<file path="config.mk">
export PLATFORM = sky130hd
export DESIGN_NAME = score_keeper_flat
export DESIGN_NICKNAME = d
export VERILOG_FILES = /design/src/rtl/score_keeper_if.sv /design/src/rtl/score_keeper.sv /design/src/flat_wrapper.sv
export SDC_FILE = /design/constraint.sdc
export NUM_CORES = 1
export LEC_CHECK = 0
export ABC_AREA = 1
export CORE_UTILIZATION = 42
export DETAILED_ROUTE_END_ITERATION = 10
export PLACE_DENSITY_LB_ADDON = 0.3
export SYNTH_ARGS = -nofsm -noshare
export SYNTH_HDL_FRONTEND = slang
export SYNTH_SLANG_ARGS = --single-unit
export TNS_END_PERCENT = 10
</file>
<file path="constraint.sdc">
create_clock -name Clk -period 3.87 [get_ports Clk]
set_input_delay 0.774 -clock Clk [delete_from_list [all_inputs] [get_ports Clk]]
set_output_delay 0.774 -clock Clk [all_outputs]
set_load 0.02 [all_outputs]
</file>
<file path="src/rtl/score_keeper_if.sv">
// ---------------------------------------------------------------------------
// score_keeper_if
//   Bundles the event pulses from the game-logic FSM and the committed score
//   returned to the video path.
//
//   new_game       master->slave  pulse; clears score and pending work
//   clear_valid    master->slave  pulse; line-clear event
//   lines_cleared  master->slave  lines for clear_valid, legal 1..4
//   drop_valid     master->slave  pulse; one soft-drop step (1 point)
//   score_digits   slave->master  committed packed-BCD score, 6 digits
//   busy           slave->master  adder is working on an addition
//   clear_overrun  slave->master  sticky; a clear request was lost
// ---------------------------------------------------------------------------
interface score_keeper_if;
    logic        new_game;
    logic        clear_valid;
    logic [2:0]  lines_cleared;
    logic        drop_valid;
    logic [23:0] score_digits;
    logic        busy;
    logic        clear_overrun;

    modport master (
        output new_game, clear_valid, lines_cleared, drop_valid,
        input  score_digits, busy, clear_overrun
    );

    modport slave (
        input  new_game, clear_valid, lines_cleared, drop_valid,
        output score_digits, busy, clear_overrun
    );
endinterface

</file>
<file path="src/rtl/score_keeper.sv">
// ---------------------------------------------------------------------------
// score_keeper
//   Accumulates line-clear and soft-drop points into a 6-digit packed-BCD
//   score using a digit-serial BCD adder (one digit per clock). The visible
//   score is only updated when a full addition commits, so downstream logic
//   never sees a partially added value. Overflow commits SAT_VALUE.
//
//   Clk    in   system clock
//   Reset  in   synchronous, active-high reset
//   bus    slave modport of score_keeper_if (event pulses in, score out)
// ---------------------------------------------------------------------------
module score_keeper #(
    parameter logic [23:0] PTS_1     = 24'h000040,
    parameter logic [23:0] PTS_2     = 24'h000100,
    parameter logic [23:0] PTS_3     = 24'h000300,
    parameter logic [23:0] PTS_4     = 24'h001200,
    parameter logic [23:0] SAT_VALUE = 24'h999999
) (
    input  logic          Clk,
    input  logic          Reset,
    score_keeper_if.slave bus
);

    typedef enum logic {
        ST_IDLE,
        ST_ADD
    } state_t;

    state_t      r_state;
    logic [23:0] r_score;
    logic [23:0] r_work;
    logic [23:0] r_addend;
    logic [23:0] r_clr_addend;
    logic        r_clr_pend;
    logic [3:0]  r_drop_cnt;
    logic [2:0]  r_idx;
    logic        r_carry;
    logic        r_busy;
    logic        r_overrun;

    logic        w_clr_legal;
    logic [23:0] w_clr_pts;
    logic        w_take_clr;
    logic        w_take_drop;
    logic [23:0] w_drop_bcd;
    logic [4:0]  w_bit_ofs;
    logic [3:0]  w_work_dig;
    logic [3:0]  w_add_dig;
    logic [4:0]  w_sum;
    logic        w_carry_out;
    logic [3:0]  w_dig_out;
    logic [23:0] w_work_next;

    // Points for the requested line count; illegal counts never get latched.
    always_comb begin
        w_clr_pts   = '0;
        w_clr_legal = 1'b0;
        case (bus.lines_cleared)
            3'd1: begin w_clr_pts = PTS_1; w_clr_legal = bus.clear_valid; end
            3'd2: begin w_clr_pts = PTS_2; w_clr_legal = bus.clear_valid; end
            3'd3: begin w_clr_pts = PTS_3; w_clr_legal = bus.clear_valid; end
            3'd4: begin w_clr_pts = PTS_4; w_clr_legal = bus.clear_valid; end
            default: begin w_clr_pts = '0; w_clr_legal = 1'b0; end
        endcase
    end

    // A pending slot is emptied on the edge the idle FSM starts an add from
    // it; clear always wins over drop.
    assign w_take_clr  = (r_state == ST_IDLE) && r_clr_pend;
    assign w_take_drop = (r_state == ST_IDLE) && !r_clr_pend && (r_drop_cnt != '0);

    // Binary 0..15 to two BCD digits.
    assign w_drop_bcd = (r_drop_cnt >= 4'd10) ? {16'h0000, 4'd1, r_drop_cnt - 4'd10}
                                              : {20'h00000, r_drop_cnt};

    // One BCD digit slice per clock, selected by r_idx.
    assign w_bit_ofs   = {r_idx, 2'b00};
    assign w_work_dig  = r_work[w_bit_ofs +: 4];
    assign w_add_dig   = r_addend[w_bit_ofs +: 4];
    assign w_sum       = {1'b0, w_work_dig} + {1'b0, w_add_dig} + {4'b0000, r_carry};
    assign w_carry_out = (w_sum > 5'd9);
    assign w_dig_out   = w_carry_out ? 4'(w_sum - 5'd10) : w_sum[3:0];

    always_comb begin
        w_work_next = r_work;
        w_work_next[w_bit_ofs +: 4] = w_dig_out;
    end

    always_ff @(posedge Clk) begin
        if (Reset || bus.new_game) begin
            // new_game aborts any add in flight without committing it.
            r_state      <= ST_IDLE;
            r_score      <= '0;
            r_work       <= '0;
            r_addend     <= '0;
            r_clr_addend <= '0;
            r_clr_pend   <= 1'b0;
            r_drop_cnt   <= '0;
            r_idx        <= '0;
            r_carry      <= 1'b0;
            r_busy       <= 1'b0;
            if (Reset) begin
                r_overrun <= 1'b0;
            end
        end else begin
            case (r_state)
                ST_IDLE: begin
                    if (w_take_clr) begin
                        r_addend <= r_clr_addend;
                        r_work   <= r_score;
                        r_idx    <= '0;
                        r_carry  <= 1'b0;
                        r_busy   <= 1'b1;
                        r_state  <= ST_ADD;
                    end else if (w_take_drop) begin
                        r_addend <= w_drop_bcd;
                        r_work   <= r_score;
                        r_idx    <= '0;
                        r_carry  <= 1'b0;
                        r_busy   <= 1'b1;
                        r_state  <= ST_ADD;
                    end
                end
                ST_ADD: begin
                    r_work  <= w_work_next;
                    r_carry <= w_carry_out;
                    r_idx   <= r_idx + 3'd1;
                    if (r_idx == 3'd5) begin
                        // Final carry out of the top digit means overflow.
                        r_score <= w_carry_out ? SAT_VALUE : w_work_next;
                        r_busy  <= 1'b0;
                        r_state <= ST_IDLE;
                    end
                end
                default: begin
                    r_state <= ST_IDLE;
                    r_busy  <= 1'b0;
                end
            endcase

            // Clear slot: a request arriving as the slot is consumed refills it.
            if (w_clr_legal) begin
                if (r_clr_pend && !w_take_clr) begin
                    r_overrun <= 1'b1;
                end else begin
                    r_clr_pend   <= 1'b1;
                    r_clr_addend <= w_clr_pts;
                end
            end else if (w_take_clr) begin
                r_clr_pend <= 1'b0;
            end

            // Drop counter: reloads to 1 if a step lands on the consume edge.
            if (w_take_drop) begin
                r_drop_cnt <= bus.drop_valid ? 4'd1 : 4'd0;
            end else if (bus.drop_valid && (r_drop_cnt != 4'hF)) begin
                r_drop_cnt <= r_drop_cnt + 4'd1;
            end
        end
    end

    assign bus.score_digits  = r_score;
    assign bus.busy          = r_busy;
    assign bus.clear_overrun = r_overrun;

endmodule
</file>
<file path="src/flat_wrapper.sv">
// flat-port wrapper written by rule: the top's interface ports become plain ports
module score_keeper_flat 
#(
    parameter logic [23:0] PTS_1     = 24'h000040,
    parameter logic [23:0] PTS_2     = 24'h000100,
    parameter logic [23:0] PTS_3     = 24'h000300,
    parameter logic [23:0] PTS_4     = 24'h001200,
    parameter logic [23:0] SAT_VALUE = 24'h999999
)
  (Clk, Reset, bus_new_game, bus_clear_valid, bus_lines_cleared, bus_drop_valid, bus_score_digits, bus_busy, bus_clear_overrun);
  score_keeper_if bus_i ();
  input  logic Clk;
  input  logic Reset;
  input wire logic [$bits(bus_i.new_game)-1:0] bus_new_game;
  input wire logic [$bits(bus_i.clear_valid)-1:0] bus_clear_valid;
  input wire logic [$bits(bus_i.lines_cleared)-1:0] bus_lines_cleared;
  input wire logic [$bits(bus_i.drop_valid)-1:0] bus_drop_valid;
  output wire logic [$bits(bus_i.score_digits)-1:0] bus_score_digits;
  output wire logic [$bits(bus_i.busy)-1:0] bus_busy;
  output wire logic [$bits(bus_i.clear_overrun)-1:0] bus_clear_overrun;
  assign bus_i.new_game = bus_new_game;
  assign bus_i.clear_valid = bus_clear_valid;
  assign bus_i.lines_cleared = bus_lines_cleared;
  assign bus_i.drop_valid = bus_drop_valid;
  assign bus_score_digits = bus_i.score_digits;
  assign bus_busy = bus_i.busy;
  assign bus_clear_overrun = bus_i.clear_overrun;
  score_keeper #(.PTS_1(PTS_1), .PTS_2(PTS_2), .PTS_3(PTS_3), .PTS_4(PTS_4), .SAT_VALUE(SAT_VALUE)) u_core (.Clk(Clk), .Reset(Reset), .bus(bus_i));
endmodule
</file>
==> impl_metrics.ini, run 1 <==
[outcome]
status = completed

[logic_synthesis]
synth.yosys.warnings = 0
synthesis.instances = 540
post_synth_instance_area_um2 = 3906
postSynth.topFlopCell = sky130_fd_sc_hd__dfxtp_1
synth-async-reset-ratio_pct = 0
synth.distinct_cells = 45
synth_edf_count = 1
yosysMostFrequentCell = sky130_fd_sc_hd__nand2_1
part_of_the_yosys_area_used_for_sequential_elements_pct = 37.67
post_synthesis_sequential_element_count = 73
synth_top_cells_by_area = sky130_fd_sc_hd__dfxtp_1 37%, sky130_fd_sc_hd__nand2_1 11%, sky130_fd_sc_hd__inv_1 7.0%
synth_top_cells_by_count = 111 x sky130_fd_sc_hd__nand2_1, 73 x sky130_fd_sc_hd__inv_1, 72 x sky130_fd_sc_hd__dfxtp_1, 45 x sky130_fd_sc_hd__nand3_1, 44 x sky130_fd_sc_hd__o21ai_0
post-synth-top-area-fraction_pct = 36.90
yosys.area.top_type = sky130_fd_sc_hd__dfxtp_1
syn_area_per_cell_um2 = 7.234
mappedNetlistNets = 563

[clocking]
max-clock-path-buffers = 2
cts_tree = done
insertion_delay_of_the_later_clocked_pin_in_the_worst_skew_pair_ns = 0.35
cts_hold_repair.buffers = 0
cts_root_buffer = sky130_fd_sc_hd__clkbuf_8
cts.reportedPaths.clkPinSlew_ns = 0.08
post-cts-setup-buffer-count = 0
cts_inserted_buffers = 9
htree_num_levels = 3
clock_sinks = 73
cts_repair_resize_count = 0

[global_route]
grt_start_max_net_pins = 35
grt.total_usage_pct = 23.43
antenna_found_initial = 0
overflow = 0
via_count_of_the_first_global_routing_pass = 3698
first_pass_grt_wire_length_um = 17880

[sta]
fin_skew_ns = 0.01094
setup-tns-final_ns = 0
final.period_utilization_pct = 86.06
setup_viol_count_final = 0
fmaxAchievable_mhz = 300.2
hold_violations = 0
drv_slew = 0
max_slew.worst_pin.slew_ns = 0.7097
min_cycle_time_layout_ns = 3.331
grt_setup_unrepaired = no
slew_headroom_pct = 52.62

[setup_path]
cpMaxStageDelayCell = sky130_fd_sc_hd__dfxtp_1
timing.critical_path.arrival_ns = 3.58
cp_num_buf_inv = 5
crit_path_max_incr_delay_ns = 0.51
timing.critical_path.fanout_max = 18
end_kind = flip-flop
worst_path_most_repeated_cell = sky130_fd_sc_hd__nand2_1
cpLargestDelayFamily = simple AND/OR/NAND/NOR gates
critPathKind = flip-flop to flip-flop
timing.critical_path.required_ns = 4.12
timing.critical_path.from_type = flip-flop
path_cells = inv_2, nor2_1, o21ai_0, a32oi_1, fa_1, inv_1, fa_1, inv_1, nand2_1, nand2_1, inv_1, ha_1, inv_1, nand3_2, nand3_1, nand3_1, nand3_1, nand2_1, nand2_1, nand2_1

[placed_design]
dp.final_hpwl_um = 7696
gp_congestion = 0.9727
port_buffers = 33
placed_cell_area_um2 = 4340

[cells_and_area]
stdcell_area_um2 = 4561
layout-drive-gt1-share_pct = 9.359
num_antenna_cells = 0
synthToLayoutAreaGrowth_pct = 16.75
final_nets = 595
fillCellCount = 868

[floorplan]
fp-row-count = 34
floorplan.die.height_um = 98.44
ios = 34
floorplan.die.width_um = 98.44
core_um2 = 8848
floorplan.initialDensity_pct = 44.15
die-area_um2 = 9690

[detailed_routing]
drc = 0
postRouteAntennaNets = 0
via_count = 3897
drt_pre_antenna_iters = 4
wl_per_cell_um = 15.58
first_iter_violations = 227
detail_route.vias_per_cell = 5.689
drt_wl_total_um = 10670

[hold_path]
holdCritPathClass = flip-flop to flip-flop

[power_and_ir_drop]
worst_vdd_ir_mv = 0.2561
cellLeakagePower_nw = 1.959
power_density_nw_per_um2 = 344.9

[run]
maxCapViolations = 0
[layer usage]
layer	vias up	routed length, um	track usage (%)
met5	-	0	0
met4	0	308	10.79
met3	29	749	5.390
met2	154	4865	38.19
met1	1835	4746	29.53
li1	1879	-	-
[state kept, by name (all words and copies together), names as in the netlist]
register / cells
u_core.bus.busy: 1
u_core.bus.clear_overrun: 1
u_core.bus.score_digits: 24
u_core.r_addend: 9
u_core.r_carry: 1
u_core.r_clr_addend: 4
u_core.r_clr_pend: 1
u_core.r_drop_cnt: 4
u_core.r_idx: 3
u_core.r_state: 1
u_core.r_work: 24
[worst reg2reg max path: stages (launching register included)]
cell and delay [ns]:
sky130_fd_sc_hd__dfxtp_1 0.51, sky130_fd_sc_hd__inv_2 0.21, sky130_fd_sc_hd__nor2_1 0.15, sky130_fd_sc_hd__o21ai_0 0.10, sky130_fd_sc_hd__a32oi_1 0.20, sky130_fd_sc_hd__fa_1 0.20, sky130_fd_sc_hd__inv_1 0.06, sky130_fd_sc_hd__fa_1 0.41
sky130_fd_sc_hd__inv_1 0.08, sky130_fd_sc_hd__nand2_1 0.07, sky130_fd_sc_hd__nand2_1 0.10, sky130_fd_sc_hd__inv_1 0.05, sky130_fd_sc_hd__ha_1 0.20, sky130_fd_sc_hd__inv_1 0.07, sky130_fd_sc_hd__nand3_2 0.12, sky130_fd_sc_hd__nand3_1 0.27
sky130_fd_sc_hd__nand3_1 0.18, sky130_fd_sc_hd__nand3_1 0.10, sky130_fd_sc_hd__nand2_1 0.06, sky130_fd_sc_hd__nand2_1 0.06, sky130_fd_sc_hd__nand2_1 0.05
[worst paths after layout]
kind / from / cells past startpoint / to / slack (ns)
worst min-delay path: u_core.bus.busy / 2 / u_core.bus.busy / 0.47
worst min register to register: u_core.bus.busy / 2 / u_core.bus.busy / 0.47
worst max-delay path: u_core.r_idx[0] / 20 / u_core.r_work[9] / 0.54
worst max register to register: u_core.r_idx[0] / 20 / u_core.r_work[9] / 0.54
[cells by family after synthesis]
kind of cell	after synthesis	share of synthesized area (%)
adders and majority gates	15	5.189
DFF	73	37.67
AOI/OAI and AO/OA	135	20.95
buffers and inverters	97	9.737
muxes	1	0.2563
and+or+nand+nor	219	26.20
[final cells by class]
type	instances	area [um^2]	area share, %
Inverter	79	301.5	6.612
Tap cell	108	135.1	2.963
Multi-Input combinational cell	370	2057	45.10
Clock buffer	11	141.4	3.100
Timing Repair Buffer	39	375.4	8.230
Sequential cell	73	1471	32.26
Clock inverter	5	78.83	1.728
[report_power, final]
group / switching [W] / leakage (nW) / internal [W]
logic: 0.0000947 / 1.25 / 0.0000413
registers: 0.0000105 / 0.591 / 0.000761
clock network: 0.000285 / 0.113 / 0.000380
[placed cells by master (no fill, tap or decap), drive strengths merged, types with 3 or more instances in the layout]
cell / n
o221ai: 10
clkdlybuf4s50: 33
nand3: 52
ha: 13
nand4: 3
o221a: 3
nand2: 117
clkbuf: 11
inv: 79
a31oi: 8
buf: 6
clkinv: 3
o22ai: 6
o21ai: 52
dfxtp: 72
a21oi: 41
nor2: 39
[stage by stage]
stage          cells  hold WS, ns  setup slack (ns)  total power (W)  utilization, %
4_1_cts          685       0.4701            0.5772         0.001578           51.54
5_1_grt          685       0.4780            0.2196         0.001634           51.54
6_report         685       0.4651            0.5393         0.001573           51.54
2_1_floorplan    540       0.4368            0.8024        0.0008784               -
3_3_place_gp     669       0.4535            0.6638        0.0009205           49.05
3_5_place_dp     669       0.4543            0.5982        0.0009227           49.05
Power figures use the tool's default switching activity.
==> run 2: changes to the inputs <==
--- a/config.mk
+++ b/config.mk
@@ -5,7 +5,6 @@
 export SDC_FILE = /design/constraint.sdc
 export NUM_CORES = 1
 export LEC_CHECK = 0
-export ABC_AREA = 1
 export CORE_UTILIZATION = 42
 export DETAILED_ROUTE_END_ITERATION = 10
 export PLACE_DENSITY_LB_ADDON = 0.3
==> impl_metrics.ini, run 2 <==
[outcome]
status = completed

[setup_path]
timing.critical_path.required_ns = 4.12
critPathKind = flip-flop to flip-flop
end_kind = flip-flop
critical_path.endpoint = u_core.r_work[10]
critPathLaunch = u_core.r_idx[0]
timing.critical_path.arrival_ns = 3.92
timing.reg2reg.setup_slack_ns = 0.21
rr_startpoint = u_core.r_idx[0]
timing.critical_path.fanout_max = 9
timing.critical_path.from_type = flip-flop
worst_r2r_endpoint = u_core.r_work[10]
number_of_cell_instances_on_the_worst_register_to_register_path = 14

[sta]
final.period_utilization_pct = 94.70
max_slew.worst_pin.slew_ns = 1.215
setup-tns-final_ns = 0
slew_headroom_pct = 18.72
setup_viol_count_final = 0
fin_skew_ns = 0.01071
drv_slew = 0
min_cycle_time_layout_ns = 3.665
hold_violations = 0
grt_setup_unrepaired = no
fmaxAchievable_mhz = 272.9

[floorplan]
fp-row-count = 34
ios = 34
die-area_um2 = 9477
core_um2 = 8763
floorplan.die.height_um = 97.35
floorplan.die.width_um = 97.35
floorplan.initialDensity_pct = 43.58

[placed_design]
port_buffers = 33
dp.final_hpwl_um = 7336
gp_congestion = 0.9066

[logic_synthesis]
synth-async-reset-ratio_pct = 0
mappedNetlistNets = 468
syn_area_per_cell_um2 = 8.581
post_synth_instance_area_um2 = 3819
part_of_the_yosys_area_used_for_sequential_elements_pct = 38.53
synth_top_cells_by_area = sky130_fd_sc_hd__dfxtp_1 38%, sky130_fd_sc_hd__nand2_1 5.0%, sky130_fd_sc_hd__mux2i_1 5.0%
postSynth.topFlopCell = sky130_fd_sc_hd__dfxtp_1
synth_edf_count = 1
synth.yosys.warnings = 0
yosysMostFrequentCell = sky130_fd_sc_hd__dfxtp_1
synth.distinct_cells = 63
post-synth-top-area-fraction_pct = 37.75
yosys.area.top_type = sky130_fd_sc_hd__dfxtp_1
post_synthesis_sequential_element_count = 73
synthesis.instances = 445
synth_top_cells_by_count = 72 x sky130_fd_sc_hd__dfxtp_1, 51 x sky130_fd_sc_hd__nand2_1, 40 x sky130_fd_sc_hd__nor2_1, 31 x sky130_fd_sc_hd__a21oi_1, 25 x sky130_fd_sc_hd__o21ai_0

[detailed_routing]
drc = 0
drt_pre_antenna_iters = 5
detail_route.vias_per_cell = 6.160
via_count = 3585
first_iter_violations = 312
drt_wl_total_um = 10740
postRouteAntennaNets = 0
wl_per_cell_um = 18.45

[cells_and_area]
most_common_library_cell_in_the_layout_ignoring_fill_and_taps = sky130_fd_sc_hd__dfxtp_1
num_antenna_cells = 0
layout-drive-gt1-share_pct = 9.494
fillCellCount = 828
final_core_utilization_pct = 50.86
multi_input_comb_area_um2 = 2181
synthToLayoutAreaGrowth_pct = 16.71
layout.area.seq_um2 = 1471
final_nets = 492
leading_cell_types_in_the_layout_fill_and_taps_excluded = 72 x sky130_fd_sc_hd__dfxtp_1, 51 x sky130_fd_sc_hd__nand2_1, 40 x sky130_fd_sc_hd__nor2_1

[power_and_ir_drop]
power_density_nw_per_um2 = 344.1
worst_vdd_ir_mv = 0.2944
cellLeakagePower_nw = 1.518

[clocking]
post-cts-setup-buffer-count = 0
clock_sinks = 73
cts_tree = done
htree_num_levels = 3
cts.reportedPaths.clkPinSlew_ns = 0.08
insertion_delay_of_the_later_clocked_pin_in_the_worst_skew_pair_ns = 0.35
max-clock-path-buffers = 2
cts_root_buffer = sky130_fd_sc_hd__clkbuf_8
cts_inserted_buffers = 9

[hold_path]
holdPathStages = 2
holdCritPathClass = flip-flop to flip-flop

[global_route]
grt.total_usage_pct = 23.01
grt_start_max_net_pins = 37
overflow = 0
via_count_of_the_first_global_routing_pass = 3332
antenna_found_initial = 0
first_pass_grt_wire_length_um = 17350

[run]
maxCapViolations = 0
-- run 2: worst max-delay path, cell delays in order (launching register included) --
cell and delay, ns:
sky130_fd_sc_hd__dfxtp_1 0.43, sky130_fd_sc_hd__mux4_2 0.54, sky130_fd_sc_hd__a21oi_1 0.19, sky130_fd_sc_hd__fa_1 0.23, sky130_fd_sc_hd__inv_1 0.07, sky130_fd_sc_hd__fa_2 0.39
sky130_fd_sc_hd__xor2_2 0.20, sky130_fd_sc_hd__inv_1 0.07, sky130_fd_sc_hd__ha_1 0.20, sky130_fd_sc_hd__inv_1 0.09, sky130_fd_sc_hd__and4_4 0.16, sky130_fd_sc_hd__o21ai_2 0.21
sky130_fd_sc_hd__nand2_2 0.21, sky130_fd_sc_hd__a21bo_4 0.30, sky130_fd_sc_hd__o32ai_1 0.27
-- run 2: worst min-delay path by stage --
| stage | startpoint | slack, ns | endpoint |
|---|---|---|---|
| 4_1_cts | u_core.bus.busy | 0.46 | u_core.bus.busy |
| 3_5_place_dp | u_core.bus.busy | 0.45 | u_core.bus.busy |
| 6_report | u_core.r_clr_addend[12] | 0.46 | u_core.r_clr_addend[12] |
| 2_1_floorplan | u_core.r_clr_addend[8] | 0.43 | u_core.r_clr_addend[8] |
| 3_3_place_gp | u_core.r_clr_addend[12] | 0.45 | u_core.r_clr_addend[12] |
| 5_1_grt | u_core.r_clr_addend[12] | 0.48 | u_core.r_clr_addend[12] |
-- run 2: metal layers --
layer / part of all wire [%] / vias up / wire length (um) / global-route usage [%]
met5: 0 / - / 0 / 0
met4: 1.9 / 0 / 205 / 7.240
met3: 7.6 / 18 / 811 / 5.540
met2: 47 / 153 / 4996 / 37.38
met1: 44 / 1730 / 4725 / 30.21
li1: - / 1684 / - / -
-- run 2: area by class of cell --
class	instances	area share (%)
Multi-Input combinational cell	327	48.93
Sequential cell	73	33.02
Tap cell	108	3.032
Clock buffer	14	3.874
Inverter	16	1.348
Timing Repair Buffer	42	9.012
Clock inverter	2	0.7861
-- run 2: kinds of logic after synthesis --
| logic type | after synthesis | share of synthesized area (%) |
|---|---|---|
| and+or+nand+nor | 146 | 18.28 |
| muxes | 25 | 8.224 |
| adders and majority gates | 15 | 5.308 |
| AOI/OAI and AO/OA | 137 | 24.12 |
| xor gates and xnor gates | 4 | 0.9176 |
| buffers and inverters | 45 | 4.620 |
| DFF | 73 | 38.53 |
-- run 2: timing repair --
item / in CTS / in global routing
hold buffers: 0 / 0
endpoints found under the setup margin: 0 / 25
resized for setup: 0 / 3
-- run 2: through the flow --
stage	cells	area [um^2]	total power [W]	hold slack [ns]	setup WS, ns
after floorplan	445	3819	0.0008624	0.4316	0.1417
after global placement	566	4235	0.0009041	0.4497	0.2831
after detailed placement	566	4235	0.0009062	0.4505	0.1516
after CTS	582	4443	0.001528	0.4613	0.1361
after global routing	582	4457	0.001583	0.4769	0.004722
final	582	4457	0.001534	0.4589	0.2051
-- run 2: report_power, final --
part	leakage (nW)	switching, W	internal [W]	total (W)
combinational	0.820	0.0000813	0.0000401	0.000121
sequential	0.591	0.00000944	0.000761	0.000770
clock	0.107	0.000291	0.000351	0.000642
